**src/rtl/fifo_ctrl_pkg.sv**
```systemverilog
// Shared definitions for the two-source FIFO drain controller:
// FSM state encoding and source index constants.
package fifo_ctrl_pkg;

    typedef enum logic [1:0] {
        S_IDLE    = 2'd0,
        S_ISSUE   = 2'd1,
        S_CAPTURE = 2'd2,
        S_HOLD    = 2'd3
    } state_t;

    localparam logic SRC0 = 1'b0;
    localparam logic SRC1 = 1'b1;

endpackage

```
**src/rtl/fifo_rr_drain_if.sv**
```systemverilog
// Bus between the drain controller, its two FIFOs and the byte sink.
// Handshake: a word moves on OUT_* when OUT_VALID and OUT_READY are both 1
// at a rising edge; OUT_DATA/OUT_SRC hold steady while OUT_VALID is 1.
// RENx is a one-cycle read strobe; RDAT_ENx marks RDATx valid one cycle later.
interface fifo_rr_drain_if #(parameter int data_width = 8);

    logic                  EMPTY0;
    logic                  REN0;
    logic [data_width-1:0] RDAT0;
    logic                  RDAT_EN0;
    logic                  EMPTY1;
    logic                  REN1;
    logic [data_width-1:0] RDAT1;
    logic                  RDAT_EN1;
    logic                  OUT_VALID;
    logic [data_width-1:0] OUT_DATA;
    logic                  OUT_SRC;
    logic                  OUT_READY;

    // Controller side
    modport master (
        input  EMPTY0, RDAT0, RDAT_EN0,
        input  EMPTY1, RDAT1, RDAT_EN1,
        input  OUT_READY,
        output REN0, REN1,
        output OUT_VALID, OUT_DATA, OUT_SRC
    );

    // FIFO and sink side
    modport slave (
        output EMPTY0, RDAT0, RDAT_EN0,
        output EMPTY1, RDAT1, RDAT_EN1,
        output OUT_READY,
        input  REN0, REN1,
        input  OUT_VALID, OUT_DATA, OUT_SRC
    );

endinterface

```
**src/rtl/fifo_rr_drain_rr_grant2.sv**
```systemverilog
// Two-source grant decision with per-source burst limit.
// Build option FIFO_STRICT_PRIO_EN: source 0 always wins, burst count held at 0.
module rr_grant2
    import fifo_ctrl_pkg::*;
#(
    parameter int burst_max = 4,
    parameter int cnt_width = 8
) (
    input  logic                 empty0_i,
    input  logic                 empty1_i,
    input  logic                 last_i,
    input  logic [cnt_width-1:0] cnt_i,
    output logic                 req_o,
    output logic                 grant_o,
    output logic [cnt_width-1:0] cnt_o
);

    localparam logic [cnt_width-1:0] BMAX = cnt_width'(burst_max);
    localparam logic [cnt_width-1:0] ONE  = cnt_width'(1);

`ifdef FIFO_STRICT_PRIO_EN
    logic unused_rr;
    assign unused_rr = ^{last_i, cnt_i, BMAX, ONE};

    // Fixed priority: source 0 whenever it has data
    always_comb begin
        req_o   = ~empty0_i | ~empty1_i;
        grant_o = empty0_i ? SRC1 : SRC0;
        cnt_o   = '0;
    end
`else
    // Round-robin with burst limit. A count of 0 only occurs after reset and
    // means no burst is running, so the pointer hands the grant to the other
    // source (last=1 after reset, hence source 0 wins first).
    always_comb begin
        req_o   = ~empty0_i | ~empty1_i;
        grant_o = last_i;
        cnt_o   = cnt_i;
        if (empty0_i) begin
            grant_o = SRC1;
        end else if (empty1_i) begin
            grant_o = SRC0;
        end else if ((cnt_i != '0) && (cnt_i < BMAX)) begin
            grant_o = last_i;
        end else begin
            grant_o = ~last_i;
        end
        if (grant_o == last_i) begin
            cnt_o = (cnt_i >= BMAX) ? BMAX : (cnt_i + ONE);
        end else begin
            cnt_o = ONE;
        end
    end
`endif

endmodule

```
**src/rtl/fifo_rr_drain.sv**
```systemverilog
// Drain controller for two FIFOs sharing one byte sink: picks a source,
// strobes its read, captures the returned word and offers it with a tag.
// Build option FIFO_STRICT_PRIO_EN selects fixed priority for source 0.
module fifo_rr_drain
    import fifo_ctrl_pkg::*;
#(
    parameter int data_width = 8,
    parameter int burst_max  = 4,
    parameter int cnt_width  = 8
) (
    input  logic                 CLK,
    input  logic                 RESET,
    fifo_rr_drain_if.master      bus,
    output logic                 BUSY,
    output state_t               DBG_STATE
);

    state_t                state_q, state_d;
    logic                  last_q, last_d;      // source of the current/last grant
    logic [cnt_width-1:0]  cnt_q, cnt_d;
    logic                  out_valid_q, out_valid_d;
    logic [data_width-1:0] out_data_q, out_data_d;
    logic                  out_src_q, out_src_d;

    logic                  arb_req;
    logic                  arb_grant;
    logic [cnt_width-1:0]  arb_cnt;

    rr_grant2 #(
        .burst_max (burst_max),
        .cnt_width (cnt_width)
    ) u_grant (
        .empty0_i (bus.EMPTY0),
        .empty1_i (bus.EMPTY1),
        .last_i   (last_q),
        .cnt_i    (cnt_q),
        .req_o    (arb_req),
        .grant_o  (arb_grant),
        .cnt_o    (arb_cnt)
    );

    // State register and output word register
    always_ff @(posedge CLK) begin
        if (RESET) begin
            state_q     <= S_IDLE;
            last_q      <= SRC1;
            cnt_q       <= '0;
            out_valid_q <= 1'b0;
            out_data_q  <= '0;
            out_src_q   <= SRC0;
        end else begin
            state_q     <= state_d;
            last_q      <= last_d;
            cnt_q       <= cnt_d;
            out_valid_q <= out_valid_d;
            out_data_q  <= out_data_d;
            out_src_q   <= out_src_d;
        end
    end

    // Next-state: grant at IDLE, strobe at ISSUE, capture, then hold for the sink
    always_comb begin
        state_d     = state_q;
        last_d      = last_q;
        cnt_d       = cnt_q;
        out_valid_d = out_valid_q;
        out_data_d  = out_data_q;
        out_src_d   = out_src_q;
        case (state_q)
            S_IDLE: begin
                if (arb_req) begin
                    last_d  = arb_grant;
                    cnt_d   = arb_cnt;
                    state_d = S_ISSUE;
                end
            end
            S_ISSUE: begin
                state_d = S_CAPTURE;
            end
            S_CAPTURE: begin
                // A read the FIFO gated off returns no data; drop back to IDLE
                if ((last_q == SRC1) ? bus.RDAT_EN1 : bus.RDAT_EN0) begin
                    out_data_d  = (last_q == SRC1) ? bus.RDAT1 : bus.RDAT0;
                    out_src_d   = last_q;
                    out_valid_d = 1'b1;
                    state_d     = S_HOLD;
                end else begin
                    state_d = S_IDLE;
                end
            end
            S_HOLD: begin
                if (bus.OUT_READY) begin
                    out_valid_d = 1'b0;
                    state_d     = S_IDLE;
                end
            end
            default: begin
                state_d = S_IDLE;
            end
        endcase
    end

    assign bus.REN0      = (state_q == S_ISSUE) && (last_q == SRC0);
    assign bus.REN1      = (state_q == S_ISSUE) && (last_q == SRC1);
    assign bus.OUT_VALID = out_valid_q;
    assign bus.OUT_DATA  = out_data_q;
    assign bus.OUT_SRC   = out_src_q;
    assign BUSY          = (state_q != S_IDLE);
    assign DBG_STATE     = state_q;

endmodule

```
**src/flat_wrapper.sv**
```systemverilog
// flat-port wrapper written by rule: the top's interface ports become plain ports
module fifo_rr_drain_flat import fifo_ctrl_pkg::*;
#(
    parameter int data_width = 8,
    parameter int burst_max  = 4,
    parameter int cnt_width  = 8
)
  (CLK, RESET, BUSY, DBG_STATE, bus_EMPTY0, bus_RDAT0, bus_RDAT_EN0, bus_EMPTY1, bus_RDAT1, bus_RDAT_EN1, bus_OUT_READY, bus_REN0, bus_REN1, bus_OUT_VALID, bus_OUT_DATA, bus_OUT_SRC);
  fifo_rr_drain_if #(.data_width(data_width)) bus_i ();
  input  logic CLK;
  input  logic RESET;
  output logic BUSY;
  output state_t DBG_STATE;
  input wire logic [$bits(bus_i.EMPTY0)-1:0] bus_EMPTY0;
  input wire logic [$bits(bus_i.RDAT0)-1:0] bus_RDAT0;
  input wire logic [$bits(bus_i.RDAT_EN0)-1:0] bus_RDAT_EN0;
  input wire logic [$bits(bus_i.EMPTY1)-1:0] bus_EMPTY1;
  input wire logic [$bits(bus_i.RDAT1)-1:0] bus_RDAT1;
  input wire logic [$bits(bus_i.RDAT_EN1)-1:0] bus_RDAT_EN1;
  input wire logic [$bits(bus_i.OUT_READY)-1:0] bus_OUT_READY;
  output wire logic [$bits(bus_i.REN0)-1:0] bus_REN0;
  output wire logic [$bits(bus_i.REN1)-1:0] bus_REN1;
  output wire logic [$bits(bus_i.OUT_VALID)-1:0] bus_OUT_VALID;
  output wire logic [$bits(bus_i.OUT_DATA)-1:0] bus_OUT_DATA;
  output wire logic [$bits(bus_i.OUT_SRC)-1:0] bus_OUT_SRC;
  assign bus_i.EMPTY0 = bus_EMPTY0;
  assign bus_i.RDAT0 = bus_RDAT0;
  assign bus_i.RDAT_EN0 = bus_RDAT_EN0;
  assign bus_i.EMPTY1 = bus_EMPTY1;
  assign bus_i.RDAT1 = bus_RDAT1;
  assign bus_i.RDAT_EN1 = bus_RDAT_EN1;
  assign bus_i.OUT_READY = bus_OUT_READY;
  assign bus_REN0 = bus_i.REN0;
  assign bus_REN1 = bus_i.REN1;
  assign bus_OUT_VALID = bus_i.OUT_VALID;
  assign bus_OUT_DATA = bus_i.OUT_DATA;
  assign bus_OUT_SRC = bus_i.OUT_SRC;
  fifo_rr_drain #(.data_width(data_width), .burst_max(burst_max), .cnt_width(cnt_width)) u_core (.CLK(CLK), .RESET(RESET), .bus(bus_i), .BUSY(BUSY), .DBG_STATE(DBG_STATE));
endmodule
```
**config.mk**
```make
export PLATFORM = sky130hd
export DESIGN_NAME = fifo_rr_drain_flat
export DESIGN_NICKNAME = d
export VERILOG_FILES = /design/src/rtl/fifo_ctrl_pkg.sv /design/src/rtl/fifo_rr_drain_if.sv /design/src/rtl/fifo_rr_drain_rr_grant2.sv /design/src/rtl/fifo_rr_drain.sv /design/src/flat_wrapper.sv
export SDC_FILE = /design/constraint.sdc
export NUM_CORES = 1
export LEC_CHECK = 0
export ABC_AREA = 1
export BUFFER_PORTS_ARGS = -buffer_cell sky130_fd_sc_hd__buf_2
export CORE_MARGIN = 8
export CORE_UTILIZATION = 44
export CTS_BUF_LIST = sky130_fd_sc_hd__clkbuf_2
export DETAILED_ROUTE_END_ITERATION = 12
export GPL_TIMING_DRIVEN = 0
export PLACE_DENSITY = 0.74
export SLEW_MARGIN = 20
export SYNTH_ARGS = -nofsm -noshare
export SYNTH_HDL_FRONTEND = slang
export SYNTH_SLANG_ARGS = --single-unit
```
**constraint.sdc**
```tcl
create_clock -name CLK -period 1.1 [get_ports CLK]
set_input_delay 0.11 -clock CLK [delete_from_list [all_inputs] [get_ports CLK]]
set_output_delay 0.11 -clock CLK [all_outputs]
set_load 0.005 [all_outputs]
```
==> flow_summary_export.csv <==
group,metric,value,unit
outcome,status,"finished, violations left",
outcome,violations,"setup timing",
critical_path,slowest_delay,0.38,ns
sta,rsz0062_at_grt,"true",
floorplan,core,2150,um2
floorplan,die_width,62.8,um
power,p_leak,0.742,nW
global_route,groute.usage.overall,0.133,
synthesis,syn_area_per_cell,7.48,um2
floorplan,ios,38,
cells_and_area,final_cells,217,
synthesis,ys_warn_count,0,
critical_path,startpoint_type,"register",
synthesis,synth.distinct_cells,22,
cells_and_area,fillers,158,
placement,finalWeightedCongestion,0.797,
cells_and_area,fin_util,0.716,
synthesis,netlist_area,965,um2
routing,antenna_left,0,
routing,vias,1078,
power,power,2.02,mW
floorplan,start_util,0.449,
cts,htree_levels,1,
cells_and_area,final_common_cell,"buf_2",
routing,drt_first_iter_violations,28,
cts,clock-sinks,21,
critical_path,required,1.32,ns
floorplan,fp.dieH,62.8,um
sta,worst_slew_pin_slew,0.522,ns
sta,setup_viol,16,
critical_path,slowest_stage,"dfxtp_2",
sta,fmax,0.780,GHz
critical_path,worstSetupEndpointType,"register",
sta,timing.final.ws_setup,-0.183,ns
synthesis,synthCells,129,
critical_path,path_buf_inv,2,
critical_path,cpLargestDelayFamily,"simple AND/OR/NAND/NOR gates",
sta,finalCritPeriodShare,1.17,
critical_path,path_depth,10,
cells_and_area,area_delta_synth_final,59.4,%
cells_and_area,most-common-layout-cells,"36 x buf_2, 28 x nand2_1, 12 x buf_4, 12 x dfxtp_1, 10 x a31oi_1",
routing,vias_per_cell,4.97,
power,cellPowerDensity,1320,nW/um2
critical_path,crit_chain,"inv_2 -> ha_4 -> inv_4 -> nand4_1 -> nand2_1 -> nand3_2 -> nand2_2 -> nand2_2 -> nand3_2 -> a21oi_2",
critical_path,cp_data_arrival_time,1.51,ns
routing,firstDrtPassIters,4,
global_route,grt_pass1_vias,961,
cells_and_area,layout-drive-gt1-share,0.556,
cts,clkLatencyLatePin,0.33,ns
critical_path,r2r_setup_slack,-0.18,ns
placement,dp_hpwl,1820,um
floorplan,row_count,17,
global_route,gr-total-overflow,0,
global_route,antenna_found_initial,0,
cells_and_area,design_area,1540,um2
critical_path,setup.worst_path.end,"u_core.cnt_q[1]",
critical_path,crit_start,"u_core.cnt_q[0]",
synthesis,yosys_register_bits,21,
job,cap_violations,0,
cells_and_area,fin_nets,215,
min_path,min_path_type,"primary input to register",
routing,finalWirelength,2790,um
placement,io_buffers,37,
placement,dp_cells,194,
sta,hold_viol_final,0,
cells_and_area,register_area,439,um2
routing,drc,0,
placement,detailedPlace.worstSlack,-0.170,ns
critical_path,r2r_end,"u_core.cnt_q[1]",
sta,fin_crit,1.28,ns
cts,cts_buffers,3,
floorplan,dieArea,3950,um2
min_path,worstHoldPathCells,3,
critical_path,ff2ff_path_depth,10,
synthesis,syn_nets,154,
sta,finalMaxSlewViolations,0,
critical_path,r2r-start,"u_core.cnt_q[0]",
critical_path,critPathKind,"register to register",
global_route,grt_pass1_wl,4260,um
cts,clockBufferDepth,2,
cts,cts_tree,"yes",
critical_path,crit_fanout,3,
cells_and_area,multi_input_area,574,um2
routing,wl_per_cell,12.9,um
power,ir_worst_vdd,1.00,mV
synthesis,ys_seq_area_frac,0.436,
sta,clock_skew,0.00748,ns
cts,root_buffer,"clkbuf_2",
cts,clk_pin_slew,0.20,ns
placement,place_area,1230,um2
sta,slew_headroom,0.652,
cells_and_area,antenna_cells,0,
global_route,grt_max_degree,12,
-- metrics by stage --
step / TNS (ns) / hold slack (ns)
final: -1.81 / 0.00661
after global placement: -0.826 / 0.308
after global routing: -3.08 / 0.0229
after CTS: -1.36 / 0.000995
after detailed placement: -1.19 / 0.313
after floorplan: -0.0535 / 0.172
-- worst min path at each step --
stage	start	to	slack [ns]
after floorplan	RESET	u_core.DBG_STATE[0]	0.17
after global placement	RESET	u_core.DBG_STATE[0]	0.31
after detailed placement	RESET	u_core.DBG_STATE[0]	0.31
after CTS	RESET	u_core.last_q	0.001
after global routing	bus_RDAT0[6]	u_core.bus.OUT_DATA[6]	0.02
final	bus_RDAT0[1]	u_core.bus.OUT_DATA[1]	0.007
-- cell families after synthesis --
kind of cell / count (synthesis) / share of synthesized area
fa+ha+maj: 2 / 0.0259
compound gates: 28 / 0.174
flops: 21 / 0.436
simple gates: 59 / 0.276
buf+inv: 19 / 0.0882
-- synth_stat cells --
library cell / count / area, um2
nand4_1: 1 / 6.26
dfxtp_1: 21 / 420
inv_1: 12 / 45.0
o21ai_2: 3 / 26.3
nand3b_1: 1 / 7.51
nand3_1: 5 / 25.0
inv_2: 2 / 7.51
nand2_1: 32 / 120
buf_6: 1 / 11.3
a21oi_1: 5 / 25.0
o21ai_0: 9 / 45.0
a31oi_1: 10 / 62.6
nand3_2: 2 / 20.0
nand2_2: 2 / 12.5
nor2_1: 12 / 45.0
nor2_4: 1 / 11.3
o221ai_1: 1 / 8.76
inv_4: 1 / 6.26
clkbuf_1: 2 / 7.51
buf_4: 1 / 7.51
ha_1: 2 / 25.0
nor2_2: 3 / 18.8
-- timing repair --
action                                  4_1_cts  5_1_grt
endpoints found under the setup margin       19       21
endpoints found under the hold margin         1        3
pin swaps                                     4       10
buffers inserted                              7        9
hold buffers                                  1        3
gates resized for setup                      23       24
-- layout make-up --
class | instances | share of cell area
Multi-Input combinational cell | 89 | 0.373
Sequential cell | 21 | 0.286
Timing Repair Buffer | 56 | 0.231
Inverter | 15 | 0.0448
Buffer | 4 | 0.0293
Tap cell | 28 | 0.0228
Clock buffer | 4 | 0.0130
-- report_power, final --
part,switching (mW),internal [mW]
clock,0.243,0.0962
combinational,0.395,0.386
sequential,0.0695,0.834
total,0.708,1.32
-- sequential cells by signal, indices dropped and copies added (netlist names) --
register	flops
u_core.last_q	1
u_core.DBG_STATE	2
u_core.bus.OUT_VALID	1
u_core.cnt_q	8
u_core.bus.OUT_DATA	8
u_core.bus.OUT_SRC	1
-- metal layers --
layer  vias up  track usage  wire, um
li1        545            -         -
met1       502        0.146      1190
met2        27        0.232      1440
met3         4       0.0376       128
met4         0       0.0598        32
met5         -            0         0
-- worst reg2reg max path, stage by stage (launching register included) --
cell,delay [ns]
dfxtp_2,0.38
inv_2,0.05
ha_4,0.15
inv_4,0.05
nand4_1,0.07
nand2_1,0.09
nand3_2,0.11
nand2_2,0.12
nand2_2,0.06
nand3_2,0.06
a21oi_2,0.05
(Power assumes the default switching activity.)
